<file path="config.mk">
export PLATFORM = sky130hd
export DESIGN_NAME = bcd_count_ctrl
export DESIGN_NICKNAME = d
export VERILOG_FILES = /design/src/rtl/bcd_ctrl_pkg.sv /design/src/rtl/tick_prescaler.sv /design/src/rtl/bcd_count_ctrl.sv
export SDC_FILE = /design/constraint.sdc
export NUM_CORES = 1
export LEC_CHECK = 0
export BUFFER_PORTS_ARGS = -buffer_cell sky130_fd_sc_hd__buf_2
export CAP_MARGIN = 15
export CELL_PAD_IN_SITES_DETAIL_PLACEMENT = 1
export CELL_PAD_IN_SITES_GLOBAL_PLACEMENT = 2
export CORE_UTILIZATION = 32
export CTS_BUF_LIST = sky130_fd_sc_hd__clkbuf_4 sky130_fd_sc_hd__clkbuf_8
export DETAILED_ROUTE_END_ITERATION = 8
export GPL_TIMING_DRIVEN = 0
export PLACE_DENSITY = 0.75
export SLEW_MARGIN = 20
export SYNTH_ARGS = -nofsm -noshare
export SYNTH_HDL_FRONTEND = slang
export SYNTH_SLANG_ARGS = --single-unit
</file>
<file path="constraint.sdc">
create_clock -name i_Clk -period 3.4 [get_ports i_Clk]
set_input_delay 0.51 -clock i_Clk [delete_from_list [all_inputs] [get_ports i_Clk]]
set_output_delay 0.51 -clock i_Clk [all_outputs]
set_load 0.005 [all_outputs]
</file>
<file path="src/rtl/bcd_ctrl_pkg.sv">
// State encoding, BCD limit constant and step clamping used by the BCD count controller.
package bcd_ctrl_pkg;

    typedef enum logic [1:0] {
        ST_IDLE  = 2'd0,
        ST_RUN   = 2'd1,
        ST_PAUSE = 2'd2,
        ST_SAT   = 2'd3
    } state_t;

    localparam logic [3:0] BCD_MAX = 4'd9;

    // A zero step would stall the count, and anything above 9 is not a BCD digit.
    function automatic logic [3:0] clamp_step(input logic [3:0] step);
        if (step == 4'd0) return 4'd1;
        if (step > BCD_MAX) return BCD_MAX;
        return step;
    endfunction

endpackage

</file>
<file path="src/rtl/tick_prescaler.sv">
// Divides i_Clk into count ticks. Holds its value when not running, so a resume continues mid-period.
module tick_prescaler #(
    parameter logic [7:0] P_DIV = 8'd10
) (
    input  logic i_Clk,
    input  logic i_GRst,
    input  logic i_Run,
    input  logic i_Zero,
    output logic o_Term
);

    logic [7:0] cnt_q;

    assign o_Term = i_Run && (cnt_q == P_DIV - 8'd1);

    always_ff @(posedge i_Clk or posedge i_GRst) begin
        if (i_GRst) begin
            cnt_q <= 8'd0;
        end else if (i_Zero || o_Term) begin
            cnt_q <= 8'd0;
        end else if (i_Run) begin
            cnt_q <= cnt_q + 8'd1;
        end
    end

endmodule

</file>
<file path="src/rtl/bcd_count_ctrl.sv">
// Run/pause/clear controller for a two-digit BCD count with prescaled ticks and saturation.
// state | meaning
// IDLE  | cleared, waiting for start
// RUN   | prescaler running, digits advance on each terminal count
// PAUSE | halted mid-period, prescaler held
// SAT   | limit reached, held until clear or reset
module bcd_count_ctrl
    import bcd_ctrl_pkg::*;
#(
    parameter logic [7:0] P_DIV     = 8'd10,
    parameter logic [3:0] P_LIMIT_T = 4'd9,
    parameter logic [3:0] P_LIMIT_U = 4'd9
) (
    input  logic       i_Clk,
    input  logic       i_GRst,
    input  logic       i_Start,
    input  logic       i_Stop,
    input  logic       i_Clear,
    input  logic [3:0] i_Step,
    output logic [3:0] o_QU,
    output logic [3:0] o_QT,
    output logic       o_Tick,
    output logic       o_Carry,
    output logic       o_Sat,
    output logic [1:0] o_State
);

    state_t     state_q, state_d;
    logic [3:0] qu_d, qt_d, step_eff, units_raw;
    logic [4:0] sum, tens_raw;
    logic       tick_d, carry_d, wrap, hit_limit, run_en, pre_zero, term;

    assign step_eff  = clamp_step(i_Step);
    assign sum       = {1'b0, o_QU} + {1'b0, step_eff};
    assign wrap      = (sum >= 5'd10);
    assign units_raw = wrap ? 4'(sum - 5'd10) : sum[3:0];
    assign tens_raw  = {1'b0, o_QT} + {4'd0, wrap};

    // Comparing tens first then units equals 10*T+U >= L since units stay BCD; tens of 10 always hits.
    assign hit_limit = (tens_raw > {1'b0, P_LIMIT_T}) ||
                       ((tens_raw == {1'b0, P_LIMIT_T}) && (units_raw >= P_LIMIT_U));

    assign run_en   = (state_q == ST_RUN) && !i_Clear && !i_Stop;
    assign pre_zero = i_Clear || ((state_q == ST_IDLE) && i_Start && !i_Stop);

    tick_prescaler #(
        .P_DIV (P_DIV)
    ) u_prescaler (
        .i_Clk  (i_Clk),
        .i_GRst (i_GRst),
        .i_Run  (run_en),
        .i_Zero (pre_zero),
        .o_Term (term)
    );

    always_comb begin
        state_d = state_q;
        qu_d    = o_QU;
        qt_d    = o_QT;
        tick_d  = 1'b0;
        carry_d = 1'b0;
        if (i_Clear) begin
            state_d = ST_IDLE;
            qu_d    = 4'd0;
            qt_d    = 4'd0;
        end else begin
            case (state_q)
                ST_IDLE: begin
                    if (i_Start && !i_Stop) state_d = ST_RUN;
                end
                ST_RUN: begin
                    if (i_Stop) begin
                        state_d = ST_PAUSE;
                    end else if (term) begin
                        tick_d  = 1'b1;
                        carry_d = wrap;
                        if (hit_limit) begin
                            qu_d    = P_LIMIT_U;
                            qt_d    = P_LIMIT_T;
                            state_d = ST_SAT;
                        end else begin
                            qu_d = units_raw;
                            qt_d = tens_raw[3:0];
                        end
                    end
                end
                ST_PAUSE: begin
                    if (i_Start && !i_Stop) state_d = ST_RUN;
                end
                default: begin
                    state_d = ST_SAT;
                end
            endcase
        end
    end

    always_ff @(posedge i_Clk or posedge i_GRst) begin
        if (i_GRst) begin
            state_q <= ST_IDLE;
            o_QU    <= 4'd0;
            o_QT    <= 4'd0;
            o_Tick  <= 1'b0;
            o_Carry <= 1'b0;
        end else begin
            state_q <= state_d;
            o_QU    <= qu_d;
            o_QT    <= qt_d;
            o_Tick  <= tick_d;
            o_Carry <= carry_d;
        end
    end

    assign o_Sat   = (state_q == ST_SAT);
    assign o_State = state_q;

endmodule

</file>
### Yosys cells after proc, flatten, opt, wreduce, memory -nomap -nowiden

Cells that the tools add are included.

* flip-flop bits (word level): 20
* input port bits: 9
* word-level logic and storage cells: 77

* equality and inequality tests: 9
* add/sub/neg operators: 4
* magnitude comparators: 4
* reductions and logical operators: 20
* mux-type cells: 34

Operator list (count)
* $mux 4: 15
* $mux 8: 2
* $mux 1: 11
* $mux 2: 5
* $add 8x1->8 const B: 1
* $eq 8x4->1 const B: 1
* $logic_and 1x1->1: 7
* $reduce_and 3->1: 2
* $reduce_bool 2->1: 3
* $add 4x1->5: 1
* $add 4x4->5: 1
* $eq 5x4->1 const B: 1
* $ge 5x4->1 const B: 1
* $gt 5x4->1 const B: 1
* $eq 2x2->1 const B: 2
* $ge 4x4->1 const B: 1
* $gt 4x4->1 const B: 1
* $logic_not 4->1: 1
* $ne 4x3->1 const B: 1
* $ne 4x4->1 const B: 1
* $pmux 2 s2: 1
* $sub 4x4->4 const B: 1
* $logic_or 1x1->1: 3
* $ne 3x1->1 const B: 1
* 5 further kinds: 6

### Depth between registers and ports, before layout

* depth after elaboration: 16
* gate-level depth with buffers: 17

### Modules after synthesis

Synthesis repeated with hierarchy kept, for this count alone.

* cells, all modules: 151
* area total of the unflattened synthesis: 1402.6 um^2

Modules (own cells, without submodules)
* bcd_count_ctrl: cells an instance 108, instances 1, seq. area each 300.3 um^2, area an instance 967.2 um^2
* tick_prescaler: cells an instance 43, instances 1, seq. area each 200.2 um^2, area an instance 435.4 um^2

### Worst setup path after synthesis

Ideal clock, no wire load.

* kind: input port to flip-flop
* start: in i_Step[1]
* end: reg o_QT[1]
* arrival time: 3.999 ns
* data required time: 3.279 ns
* setup slack: -0.720 ns
* stages on the path: 17
* library setup time: 0.121 ns
* cell sequence: o21ai_0 -> or3b_2 -> ha_1 -> fa_1 -> xor2_1 -> inv_1 -> ha_1 -> a22oi_2 -> nor2_2 -> inv_1 -> ha_1 -> ha_1 -> nor2b_1 -> a21oi_1 -> a2111oi_4 -> a31oi_2 -> a32o_2

* word-level cells in the longest chain between the ends: 16
* elaborated cells between the ends (all ways): 23
* classes of those cells: add/sub: 3; order compare: 4; eq/ne: 1; mux: 12; reduce/logical: 3

RTL lines
* start, declared: RTL line bcd_count_ctrl.sv:19 `input logic [3:0] i_Step,`
* $gt 4x4->1: RTL line bcd_ctrl_pkg.sv:16 `if (step > BCD_MAX) return BCD_MAX;`
* $mux 1 (2 in a row): RTL line bcd_ctrl_pkg.sv:16
* $mux 4: RTL line bcd_ctrl_pkg.sv:17 `return step;`
* $mux 4 *: RTL line bcd_ctrl_pkg.sv:16
* $add 4x4->5 *: RTL line bcd_count_ctrl.sv:34 `assign sum = {1'b0, o_QU} + {1'b0, step_eff};`
* branches (longest 5 deep; another with $ge 5x4->1)
* $mux 4 *: RTL line bcd_count_ctrl.sv:77 `if (hit_limit) begin`
* $mux 4 *: RTL line bcd_count_ctrl.sv:74 `end else if (term) begin`
* $mux 4 *: RTL line bcd_count_ctrl.sv:72 `if (i_Stop) begin`
* $mux 4 *: RTL line bcd_count_ctrl.sv:67 `case (state_q)`
* $mux 4 *: RTL line bcd_count_ctrl.sv:62 `if (i_Clear) begin`
* end signal, assigned: RTL line bcd_count_ctrl.sv:107 `o_QT <= qt_d;`
* end, declared: RTL line bcd_count_ctrl.sv:21 `output logic [3:0] o_QT,`

Mark *: on every way between the ends. The select of a mux whose other input is x is not followed.
A chain may end at the register's enable or synchronous reset.

### Worst setup path in the final report

* start: in i_Step[1]
* end: reg o_QT[2]

The elaborated chain is that of the path after synthesis.

==> metrics.yaml <==
outcome:
  outcome: "finished, violations left"
  violations: "setup timing"
setup_path:
  r2r-start: "o_QU[0]"
  r2r_slack_ns: 0.10
  worst_path_max_delay_cell: "fa_2"
  cp_common_cell: "buf_4"
  cp-startpoint: "i_Step[1]"
  arrival_ns: 3.86
  crit_chain: "buf_6, o21ai_1, or3b_4, ha_4, fa_2, buf_4, inv_1, ha_4, a22oi_2, nor2_4, inv_2, ha_4, and3_4, buf_4, buf_4, a221oi_2, buf_4, a211oi_2, a21o_1"
  slowest_delay_ns: 0.43
  cp_max_fo: 4
  end_kind: "flop"
  start_kind: "input port"
  critPathTopFamily: "adder cells"
  cp_num_buf_inv: 7
  cp.required_ns: 3.55
  path_class: "input port to flop"
cts:
  htreeDepth: 1
  cts_max_path_buffers: 2
  ctsHoldBuffers: 0
  clk_pin_slew_ns: 0.08
  clk_latency_ns: 0.26
  cts_tree: "built"
  cts_buffers: 3
  cts_sinks: 20
  cts_root_buf: "clkbuf_8"
routing:
  drt-total-wl_microns: 3764
  vias: 1211
  wire_per_inst_microns: 16.37
  viasPerCell: 5.265
  ant_nets: 0
  route.detailed.drc: 0
  drt_iter0_markers: 43
  dr.pass1.iters: 4
synth:
  yosysMostFrequentCell: "dfrtp_1"
  ys_types: 45
  synth_area_leaders: "dfrtp_1 (37%), ha_1 (8.3%), xor2_1 (4.5%)"
  synth.net_count: 163
  ys_ff_latch: 20
  yosys-top-cells-count: "dfrtp_1 (20), nor2_1 (16), inv_1 (10), ha_1 (9), a21oi_1 (8)"
  synth-edff-count: 0
  yosysWarnings: 0
  async_flop_share_pct: 100.0
  post_synth.cell_area_avg_sq_um: 9.410
  synth_area_leader_cell: "dfrtp_1"
  syn-instance-count: 144
  synth_top_area_share_pct: 36.93
  synth-main-ff-cell: "dfrtp_1"
  ys_seq_area_share_pct: 36.93
  syn_area_sq_mm: 0.001355
global_routing:
  grt_util_all_layers_pct: 18.43
  grt_overflow_total: 0
  grt_max_degree: 21
  antenna_found_initial: 0
  grt_pass1_vias: 1310
  grt_pass1_wl_microns: 6092
timing:
  hold_violations: 0
  timing.final.crit_share_pct: 109.0
  post-route-min-period_ns: 3.706
  fin_skew_ns: 0.007959
  finalSetupViolations: 8
  fmax_ghz: 0.2698
  setup_ws_ns: -0.3063
  worst_slew_pin_slew_ns: 0.7915
  rsz0062_at_grt: "yes"
  slew_violations: 0
  slew_headroom_pct: 47.18
placed_design:
  io_buffers: 21
  pre_cts_ws_ns: -0.8436
  gp_congestion: 0.6715
  place.detailed.hpwl_microns: 2834
pwr:
  power_density_mw_per_mm2: 275.3
  power.switching_w: 0.0001180
  comb_power_share_pct: 13.5
  p_sw_share_pct: 24.08
  p_clk_share_pct: 37.3
  finalPower_w: 0.0004899
  power.internal_w: 0.0003719
  leakage_nw: 0.8434
  seqPwrFrac_pct: 49.2
  vdd_drop_max_uv: 187.6
floorplanning:
  die_y_microns: 67.08
  die_x_microns: 67.08
  fp-row-count: 23
  io_pins: 22
  die_area_sq_mm: 0.004499
  core_sq_mm: 0.004029
  start_util_pct: 33.63
final_layout:
  multi_input_area_sq_um: 903.4
  fill_cells: 485
  nets: 200
  regArea_sq_um: 500.5
  syn_to_final_growth_pct: 31.30
  diodes: 0
  final_layout_size_suffix_gt1_share_pct: 33.89
flow_run:
  maxCapViolations: 0
worst_hold_path:
  hp-class: "input port to asynchronous set/reset pin"
## power by group through the flow
| stage | logic (W) | clock network, W | registers [W] |
|---|---|---|---|
| after floorplan | 0.0000385 | 0 | 0.000245 |
| after global routing | 0.0000737 | 0.000198 | 0.000241 |
| after CTS | 0.0000667 | 0.000189 | 0.000241 |
| final | 0.0000661 | 0.000183 | 0.000241 |
| after detailed placement | 0.0000576 | 0 | 0.000246 |
| after global placement | 0.0000548 | 0 | 0.000246 |
## path summary, 6_finish.rpt
path | end | depth (start not counted)
setup / recovery | o_QT[2] | 19
hold / removal | u_prescaler.cnt_q[5] | 2
setup reg to reg | o_QT[2] | 16
hold reg to reg | u_prescaler.cnt_q[7] | 2
max in group asynchronous | o_QU[3] | 2
min in group i_Clk | o_QT[3] | 2
## metrics by stage
| step | util (%) | setup TNS, ns | hold slack (ns) | std cells | area (sq um) |
|---|---|---|---|---|---|
| after floorplan | - | -2.219 | 0.4738 | 144 | 1425 |
| after global placement | 39.53 | -5.341 | 0.5295 | 215 | 1593 |
| after detailed placement | 39.53 | -6.174 | 0.5306 | 215 | 1593 |
| after CTS | 43.42 | -2.422 | 0.4228 | 226 | 1749 |
| after global routing | 44.16 | -3.047 | 0.4586 | 230 | 1779 |
| final | 44.16 | -1.989 | 0.3854 | 230 | 1779 |
## logic make-up (layout without fill, tap and decap cells)
group | after synthesis | in the layout | synth area share (%)
AO/OA/AOI/OAI | 36 | 36 | 20.22
flip-flops | 20 | 20 | 36.93
AND/OR/NAND/NOR | 52 | 52 | 20.87
multiplexers | 2 | 2 | 1.477
XOR/XNOR | 10 | 10 | 6.464
adder cells (fa/ha/maj) | 10 | 10 | 9.788
buffers and inverters | 14 | 50 | 4.247
## cells in the final DEF (no fill, tap or decap), drive strengths merged, types with 2 or more instances in the layout
cell / instances
nand2b: 4
ha: 9
nor2: 17
xor2: 7
o21ai: 6
nor2b: 3
a21o: 4
nand4: 4
inv: 11
a31o: 2
dfrtp: 20
nor3: 3
mux2i: 2
o21a: 2
a21oi: 8
nand3: 2
clkbuf: 5
and2: 3
nand2: 7
a211oi: 2
xnor2: 3
a31oi: 5
buf: 34
and3: 4
## worst register-to-register path, stage by stage, from the launching register on
cell and delay (ns):
dfrtp_1 0.43, ha_4 0.18, fa_2 0.43, buf_4 0.15, inv_1 0.09, ha_4 0.17, a22oi_2 0.10, nor2_4 0.14
inv_2 0.05, ha_4 0.17, and3_4 0.18, buf_4 0.13, buf_4 0.14, a221oi_2 0.42, buf_4 0.20, a211oi_2 0.04
a21o_1 0.16
## flip-flops by register name, indices dropped and copies added, names as in the netlist
register,flops
o_State,2
o_QU,4
o_Carry,1
o_QT,4
u_prescaler.cnt_q,8
o_Tick,1
## repair_timing
item | 4_1_cts | 5_1_grt
resized for setup | 7 | 0
endpoints found under the setup margin | 8 | 8
pin swaps | 7 | 5
setup buffers | 12 | 4
## per-layer routing
layer / vias up / wire length (microns) / GRT usage, %
met5: - / 0 / 0
met4: 0 / 22 / 2.926
met3: 4 / 154 / 4.452
met2: 29 / 1875 / 32.88
met1: 596 / 1712 / 22.36
li1: 582 / - / -
## layout make-up
class / instances / share of cell area [%]
inverters: 11 / 2.321
clock buffers: 4 / 3.094
plain buffers: 3 / 0.9142
multi-input cells: 110 / 50.77
repair buffers: 32 / 11.25
well taps: 50 / 3.516
flip-flops and latches: 20 / 28.13
Note: power is estimated with default switching activity, not from simulation.
